File: config.mk
export PLATFORM = sky130hd
export DESIGN_NAME = rr_mux_arbiter_flat
export DESIGN_NICKNAME = d
export VERILOG_FILES = /design/src/rtl/rr_mux_arbiter_if.sv /design/src/rtl/rr_mux_arbiter.sv /design/src/flat_wrapper.sv
export SDC_FILE = /design/constraint.sdc
export NUM_CORES = 1
export LEC_CHECK = 0
export ABC_AREA = 0
export BUFFER_PORTS_ARGS = -buffer_cell sky130_fd_sc_hd__buf_2
export CORE_AREA = 5 5 53 67
export CTS_BUF_LIST = sky130_fd_sc_hd__clkbuf_8
export DETAILED_ROUTE_END_ITERATION = 16
export DIE_AREA = 0 0 58 72
export PLACE_DENSITY = 0.8
export SYNTH_ARGS = -nofsm -noshare
export SYNTH_HDL_FRONTEND = slang
export SYNTH_SLANG_ARGS = --single-unit
File: constraint.sdc
create_clock -name clk -period 2.9 [get_ports clk]
set_input_delay 0.145 -clock clk [delete_from_list [all_inputs] [get_ports clk]]
set_output_delay 0.145 -clock clk [all_outputs]
set_load 0.02 [all_outputs]
File: src/rtl/rr_mux_arbiter_if.sv
// Interface bundling the requester bus and the arbitrated output bus of
// rr_mux_arbiter.
//   master : requester side; drives req/din and observes grant/output.
//   slave  : arbiter side; samples req/din and drives gnt/sel/out_*.
// Signals:
//   req       N     request vector, bit i = requester i has a word on din
//   din       N*W   packed data, requester i at [i*W +: W]
//   gnt       N     registered one-hot grant, zero when idle
//   sel       SW    registered mux select (index of current owner)
//   out_valid 1     registered, out_data holds a transferred word
//   out_data  W     registered selected data
//   out_src   SW    registered index of the requester behind out_data
interface rr_mux_arbiter_if #(
  parameter int N = 4,
  parameter int W = 8
);
  localparam int SW = $clog2(N);

  logic [N-1:0]   req;
  logic [N*W-1:0] din;
  logic [N-1:0]   gnt;
  logic [SW-1:0]  sel;
  logic           out_valid;
  logic [W-1:0]   out_data;
  logic [SW-1:0]  out_src;

  modport master (
    output req, din,
    input  gnt, sel, out_valid, out_data, out_src
  );

  modport slave (
    input  req, din,
    output gnt, sel, out_valid, out_data, out_src
  );
endinterface

File: src/rtl/rr_mux_arbiter.sv
// Round-robin arbiter sharing one N:1 data mux between N requesters.
// Grants are held while the owner keeps requesting, but are rotated after
// MAX_HOLD consecutive cycles if anyone else is waiting. The selected word
// is registered into a single valid-tagged output stage.
// Ports:
//   clk  clock, all state updates on the rising edge
//   rst  synchronous active-high reset
//   bus  rr_mux_arbiter_if.slave (req/din in, gnt/sel/out_* out)
module rr_mux_arbiter #(
  parameter int N        = 4,
  parameter int W        = 8,
  parameter int MAX_HOLD = 4
) (
  input  logic               clk,
  input  logic               rst,
  rr_mux_arbiter_if.slave    bus
);
  localparam int SW = $clog2(N);
  localparam int HW = $clog2(MAX_HOLD + 1);

  typedef enum logic {IDLE, GRANT} state_t;

  state_t         state_q, state_d;
  logic [SW-1:0]  cur_q, cur_d;
  logic [N-1:0]   gnt_q, gnt_d;
  logic [SW-1:0]  ptr_q, ptr_d;
  logic [HW-1:0]  hold_q, hold_d;
  logic           out_valid_q, out_valid_d;
  logic [W-1:0]   out_data_q, out_data_d;
  logic [SW-1:0]  out_src_q, out_src_d;

  logic [N-1:0]   cand;
  logic [SW-1:0]  nxt_ptr;
  logic [N-1:0]   pick_v;
  logic [SW-1:0]  pick_p;
  logic [SW-1:0]  pick_idx;
  logic           at_max;
  logic           release_c;

  // First set bit of v scanning p, p+1, ... with wrap. Scanning the offsets
  // from high to low lets the smallest offset win; N is a power of two so
  // SW-bit addition wraps naturally.
  function automatic logic [SW-1:0] pick(input logic [N-1:0] v,
                                         input logic [SW-1:0] p);
    logic [SW-1:0] idx;
    logic [SW-1:0] res;
    res = '0;
    for (int unsigned i = N; i > 0; i--) begin
      idx = p + SW'(i - 1);
      if (v[idx]) res = idx;
    end
    return res;
  endfunction

  always_comb begin
    state_d   = state_q;
    cur_d     = cur_q;
    gnt_d     = gnt_q;
    ptr_d     = ptr_q;
    hold_d    = hold_q;

    cand      = bus.req & ~(N'(1) << cur_q);
    nxt_ptr   = cur_q + SW'(1);
    at_max    = (hold_q == HW'(MAX_HOLD));
    release_c = !bus.req[cur_q] || (at_max && (cand != '0));

    // One shared scanner: from ptr over all requests when idle, from the
    // slot after the owner over the other requests when rotating.
    pick_v    = (state_q == IDLE) ? bus.req : cand;
    pick_p    = (state_q == IDLE) ? ptr_q : nxt_ptr;
    pick_idx  = pick(pick_v, pick_p);

    case (state_q)
      IDLE: begin
        gnt_d = '0;
        if (bus.req != '0) begin
          cur_d   = pick_idx;
          gnt_d   = N'(1) << pick_idx;
          hold_d  = HW'(1);
          state_d = GRANT;
        end
      end
      GRANT: begin
        if (release_c) begin
          ptr_d = nxt_ptr;
          if (cand != '0) begin
            cur_d  = pick_idx;
            gnt_d  = N'(1) << pick_idx;
            hold_d = HW'(1);
          end else begin
            gnt_d   = '0;
            state_d = IDLE;
          end
        end else if (at_max) begin
          hold_d = HW'(1);
        end else begin
          hold_d = hold_q + HW'(1);
        end
      end
      default: state_d = IDLE;
    endcase

    // Output stage looks at the registered owner, giving 2-cycle latency.
    out_valid_d = (state_q == GRANT) && bus.req[cur_q];
    out_data_d  = out_data_q;
    out_src_d   = out_src_q;
    if (out_valid_d) begin
      out_data_d = bus.din[cur_q*W +: W];
      out_src_d  = cur_q;
    end
  end

  always_ff @(posedge clk) begin
    if (rst) begin
      state_q     <= IDLE;
      cur_q       <= '0;
      gnt_q       <= '0;
      ptr_q       <= '0;
      hold_q      <= '0;
      out_valid_q <= 1'b0;
      out_data_q  <= '0;
      out_src_q   <= '0;
    end else begin
      state_q     <= state_d;
      cur_q       <= cur_d;
      gnt_q       <= gnt_d;
      ptr_q       <= ptr_d;
      hold_q      <= hold_d;
      out_valid_q <= out_valid_d;
      out_data_q  <= out_data_d;
      out_src_q   <= out_src_d;
    end
  end

  assign bus.gnt       = gnt_q;
  assign bus.sel       = cur_q;
  assign bus.out_valid = out_valid_q;
  assign bus.out_data  = out_data_q;
  assign bus.out_src   = out_src_q;
endmodule

File: src/flat_wrapper.sv
// flat-port wrapper written by rule: the top's interface ports become plain ports
module rr_mux_arbiter_flat 
#(
  parameter int N        = 4,
  parameter int W        = 8,
  parameter int MAX_HOLD = 4
)
  (clk, rst, bus_req, bus_din, bus_gnt, bus_sel, bus_out_valid, bus_out_data, bus_out_src);
  rr_mux_arbiter_if #(.N(N), .W(W)) bus_i ();
  input  logic clk;
  input  logic rst;
  input wire logic [$bits(bus_i.req)-1:0] bus_req;
  input wire logic [$bits(bus_i.din)-1:0] bus_din;
  output wire logic [$bits(bus_i.gnt)-1:0] bus_gnt;
  output wire logic [$bits(bus_i.sel)-1:0] bus_sel;
  output wire logic [$bits(bus_i.out_valid)-1:0] bus_out_valid;
  output wire logic [$bits(bus_i.out_data)-1:0] bus_out_data;
  output wire logic [$bits(bus_i.out_src)-1:0] bus_out_src;
  assign bus_i.req = bus_req;
  assign bus_i.din = bus_din;
  assign bus_gnt = bus_i.gnt;
  assign bus_sel = bus_i.sel;
  assign bus_out_valid = bus_i.out_valid;
  assign bus_out_data = bus_i.out_data;
  assign bus_out_src = bus_i.out_src;
  rr_mux_arbiter #(.N(N), .W(W), .MAX_HOLD(MAX_HOLD)) u_core (.clk(clk), .rst(rst), .bus(bus_i));
endmodule
After elaboration in Yosys (flattened, before gate mapping)
Cells that the tools add are included.

word-level totals
  register bits = 23
  bits in latches = 0
  memory bits (writable) = 0
  ROM bits = 0
  input port bits = 38
  output and inout port bits = 17
  memories = 0

operators by class
  $add $sub $neg = 5
  multipliers = 0
  div/mod/pow operators = 0
  $lt $le $gt $ge = 5
  eq/ne operators = 5
  shift operators = 3
  mux-type cells = 33
  bitwise logic cells = 3
  reduce and logical (&&, ||, !) cells = 9

operators with widths
  cell                                                                  number
  32-bit by 6-bit indexed part select with 8-bit output                 1
  2-bit 2-to-1 mux                                                      8
  4-bit 2-to-1 mux                                                      4
  2-bit by 3-bit < comparator with 1-bit output, second input constant  5
  3-bit 2-to-1 mux                                                      4
  1-bit binary-select mux with 2-bit select                             5
  1-bit 2-to-1 mux                                                      8
  4-bit one-hot mux with 2 select lines                                 1
  4-bit nonzero test                                                    2
  1-bit by 2-bit << shifter with 4-bit output, first input constant     2
  2-bit inequality test, second input constant                          3
  3-bit one-hot mux with 2 select lines                                 1
  2-bit by 1-bit adder with 2-bit output, second input constant         2
  2-bit adder, second input constant                                    2
  4-bit bitwise AND                                                     1
  4-bit NOT                                                             1
  2-bit one-hot mux with 2 select lines                                 1
  2-bit AND reduction                                                   2
  3-bit by 1-bit adder with 3-bit output, second input constant         1
  3-bit == test, second input constant                                  1
  3-bit inequality test, second input constant                          1
  3-bit AND reduction                                                   1
  1-bit logical AND                                                     2
  1-bit one-hot mux with 2 select lines                                 1
  3 further kinds                                                       3

Logic depth before layout (Yosys ltp)
  word-level depth = 14
  depth in mapped cells = 9

Worst setup path before layout
No wires, ideal clock.

  path kind = register -> register
  from = register u_core.cur_q[0] (netlist: u_core.bus.sel[0])
  to = register u_core.gnt_q[0] (netlist: u_core.bus.gnt[0])
  library setup time = 0.132 ns
  arrival = 2.275 ns
  setup slack = 0.493 ns
  stages on the path, launching flop included = 9
  period minus slack after synthesis = 2.407 ns
  cells stage by stage = dfxtp_1 buf_2 inv_1 ha_1 a32o_1 a211o_1 a211oi_2 nand2b_1 a21oi_1

RTL lines
  item                                             RTL line                                    source
  start, declared                                  rr_mux_arbiter.sv:24                        logic [SW-1:0] cur_q, cur_d;
  start signal, assigned                           rr_mux_arbiter.sv:125                       cur_q <= cur_d;
  2-bit by 1-bit adder with 2-bit output (*)       rr_mux_arbiter.sv:63                        nxt_ptr = cur_q + SW'(1);
  via u_core.nxt_ptr[0]                            rr_mux_arbiter.sv:33                        logic [SW-1:0] nxt_ptr;
  2-bit 2-to-1 mux (*)                             rr_mux_arbiter.sv:70                        pick_p = (state_q == IDLE) ? ptr_q : nxt_ptr;
  2-bit adder                                      rr_mux_arbiter.sv:49                        idx = p + SW'(i - 1);
  1-bit binary-select mux with 2-bit select        rr_mux_arbiter.sv:50                        if (v[idx]) res = idx;
  1-bit 2-to-1 mux (not written as such)           rr_mux_arbiter.sv:50
  2-bit 2-to-1 mux (3 in a row)                    rr_mux_arbiter.sv:50
  2-bit 2-to-1 mux (*)                             rr_mux_arbiter.sv:50
  1-bit by 2-bit << shifter with 4-bit output (*)  rr_mux_arbiter.sv:78, rr_mux_arbiter.sv:88
  4-bit 2-to-1 mux                                 rr_mux_arbiter.sv:86                        if (cand != '0) begin
  4-bit 2-to-1 mux                                 rr_mux_arbiter.sv:84                        if (release_c) begin
  4-bit one-hot mux with 2 select lines (*)        rr_mux_arbiter.sv:73                        case (state_q)
  end signal, assigned                             rr_mux_arbiter.sv:126                       gnt_q <= gnt_d;
  end, declared                                    rr_mux_arbiter.sv:25                        logic [N-1:0] gnt_q, gnt_d;

The timed path passes the listed nets; every way through them passes the cells marked *. The select of a mux whose other input is x is not followed.
A chain may end at the register's enable or synchronous reset.

Worst setup path after layout
  from = register u_core.cur_q[0] (netlist: u_core.bus.sel[0])
  to = register u_core.gnt_q[2] (netlist: u_core.bus.gnt[2])

The elaborated chain is that of the path after synthesis.

==> metrics.txt <==
TritonCTS clock tree done; First-pass DRT Iterations 4; hold path startpoint rst; CP Data Required Time 3.05 ns; Post-Synthesis Cell Area 1360 um2; Worst Setup EP u_core.bus.gnt[2]$_SDFFE_PP0N_; Starting Density 47.5%; vias after detailed routing 1275; main combinational cell family by area after synthesis compound AO/OA/AOI/OAI gates; nets in the synthesized netlist 190; total routing usage reported by global routing 17.5%; clock latency on the worst-skew pair 0.27 ns; relative area change from synthesis to final layout 25.1%; clk buf depth 2; Max FO, Critical Path 9; post-route DRC violation count 0; number of hold violations in the final report 0; worst path cell trace inv_1 > ha_1 > a32o_1 > a211o_1 > a211oi_2 > nand2b_1 > a21oi_1; y dimension of the die 72 um; number of clock sinks seen by CTS 23; Pwr Total 0.867 mW; count of final setup violators 0; critical path class flip-flop to flip-flop; register area share after synthesis 33.9%; count of cell instances traversed by the critical path 7; Yosys cell types 35; maximum capacitance violations 0; total of flip-flops plus latches after synthesis 23; power density over cell area 510 nW/um2; global-route wire length before repair 5790 um; Worst EP arrival 2.33 ns; largest voltage drop on the vdd net 0.304 mV; combinational share of power 33.7%; x dimension of the die 58 um; Largest stage delay, worst path 0.52 ns; vias in the first global route 1248; static leakage power 0.759 nW; detailed-route wire length 3430 um; final core occ 59.4%; maximum clock frequency 458 MHz; final clock period utilization by the worst path 75.4%; number of buffers added on ports 54; count of buffering cells on the critical path with inverters included 1; Core Rows 22; switch share 33.8%; outcome complete, no violations; hold crit path type primary input to flip-flop; die area 4180 um2; share of the synthesized area in compound gates (AO/OA/AOI/OAI) 20.1%; Cells on Worst Hold Path 2; average wire length per cell after detail routing 14.7 um; Final TNS setup 0 ns; Slowest cell on crit path dfxtp_1; CTS HTree Levels 1; post-cts sizing count 0; endpoint type of the worst setup path flip-flop; number of pins exceeding their max-slew limit in the final report 0; syn_area_per_cell 9.32 um2; worst reg-to-reg setup slack 0.71 ns; initial antenna violation count 0; 1st-iter DRT viols 39; relative contribution of sequential cells to total power 42.8%; share of synthesized area spent on multiplexers 17.1%; number of antenna diodes 0; maximum number of pins on one net before global-route repair 24; Clock transition at path regs 0.09 ns; Core Area 2860 um2; minimum period implied by the final worst setup slack 2.19 ns; Worst Skew 0.00410 ns; Hold-fix buffers, CTS 0; post-synthesis share of cell area spent on and, or, nand and nor gates 19.4%; CP top delay family compound AO/OA/AOI/OAI gates; cell-internal power 0.574 mW; reported net switching power 0.293 mW; total clock buffers created by CTS 3; final global-route overflow total 0; detailed-placement wirelength estimate 2690 um; placer congestion estimate 0.891; Yosys warnings 0; crit path launch u_core.bus.sel[0]$_SDFFE_PP0P_; relative max-transition margin 61.2%; Final #Nets 243; Worst Tran Pin Value 0.581 ns; xor and xnor area share after synthesis 0%; RSZ-0062 raised after global routing false; Adder-Cell Fraction of Synth Area 5.52%; commonest non-fill, non-tap cells in the layout 54 x buf_2, 27 x nand2_1, 23 x dfxtp_1; number of cells produced by synthesis 146; Final ANT Viol Nets 0; Root Buffer clkbuf_8; Clk network pwr share 23.4%; Post-CTS Repair Setup Buffers 0; endpoint of the worst register-to-register path u_core.bus.gnt[2]$_SDFFE_PP0N_; critical path startpoint category flip-flop; R2R depth 7; top-level port count 55; number of vias per cell 5.45; share of post-route cells with drive strength above 1 39.9%; most common cell after layout, fill and taps aside buf_2; start of the worst register-to-register path u_core.bus.sel[0]$_SDFFE_PP0P_
synth_stat cells, drive strengths merged:
cell type  instances  area, um2
a211o              1       8.76
buf                5       23.8
a32oi              2       17.5
a21boi             2       15.0
ha                 6       75.1
nand3              2       10.0
nand2b             2       12.5
a21bo              2       20.0
o311a              1       10.0
nand2             28        108
dfxtp             23        460
or4                1       11.3
nor2b              6       37.5
mux4               9        203
a32o               1       10.0
a22oi              3       27.5
o21ba              1       16.3
inv                5       18.8
a21oi             15       75.1
mux2i              3       30.0
a211oi             2       20.0
o211a              1       10.0
clkbuf             3       11.3
nor4               1       6.26
and2               1       6.26
o21ai              2       10.0
nor2              14       52.6
nor3               2       20.0
a31oi              2       33.8
worst min path at each step:
stage / endpoint / slack (ns)
4_1_cts: u_core.bus.gnt[1]$_SDFFE_PP0N_ / 0.29
2_1_floorplan: u_core.bus.out_data[1]$_SDFFE_PP0P_ / 0.21
3_3_place_gp: u_core.bus.out_data[7]$_SDFFE_PP0P_ / 0.44
6_report: u_core.bus.sel[0]$_SDFFE_PP0P_ / 0.29
3_5_place_dp: u_core.bus.out_data[6]$_SDFFE_PP0P_ / 0.44
5_1_grt: u_core.hold_q[1]$_SDFFE_PP0P_ / 0.32
state kept, by name (all words and copies together) (netlist names):
name,flops
u_core.bus.out_data,8
u_core.bus.gnt,4
u_core.hold_q,3
u_core.bus.out_src,2
u_core.bus.sel,2
u_core.ptr_q,2
u_core.bus.out_valid,1
u_core.state_q,1
metrics by stage:
stage	instances	cell area (um2)	hold WS [ns]	setup WS, ns
finish	234	1700	0.291	0.714
global route	234	1700	0.320	0.612
CTS	234	1700	0.289	0.730
detailed placement	230	1660	0.444	0.741
global placement	230	1660	0.440	0.792
floorplan	146	1360	0.214	0.493
power by group through the flow:
stage	Clock, mW	Sequential (mW)	Combinational [mW]
global placement	0	0.378	0.288
floorplan	0	0.396	0.190
CTS	0.208	0.371	0.293
global route	0.220	0.376	0.322
finish	0.203	0.371	0.293
detailed placement	0	0.378	0.292
metal layers:
| metal | wire [um] | GRT usage (%) |
|---|---|---|
| met1 | 1370 | 21.1 |
| met2 | 1810 | 30.7 |
| met3 | 199 | 3.38 |
| met4 | 55 | 6.19 |
| met5 | 0 | 0 |
layout make-up:
class	instances	area, um2
repair buffers	56	285
inverters	5	18.8
clock buffers	3	41.3
fillers	279	1160
well taps	36	45.0
flip-flops and latches	23	460
multi-input cells	110	846
clock inverters	1	5.00
cell families (layout without fill, tap and decap cells):
kind of cell,after synthesis,count (layout)
AOI/OAI and AO/OA,35,35
and+or+nand+nor,57,57
muxes,12,12
buffers and inverters,13,65
adders and majority gates,6,6
DFF,23,23
No activity file was read; power rests on OpenSTA's default activity.
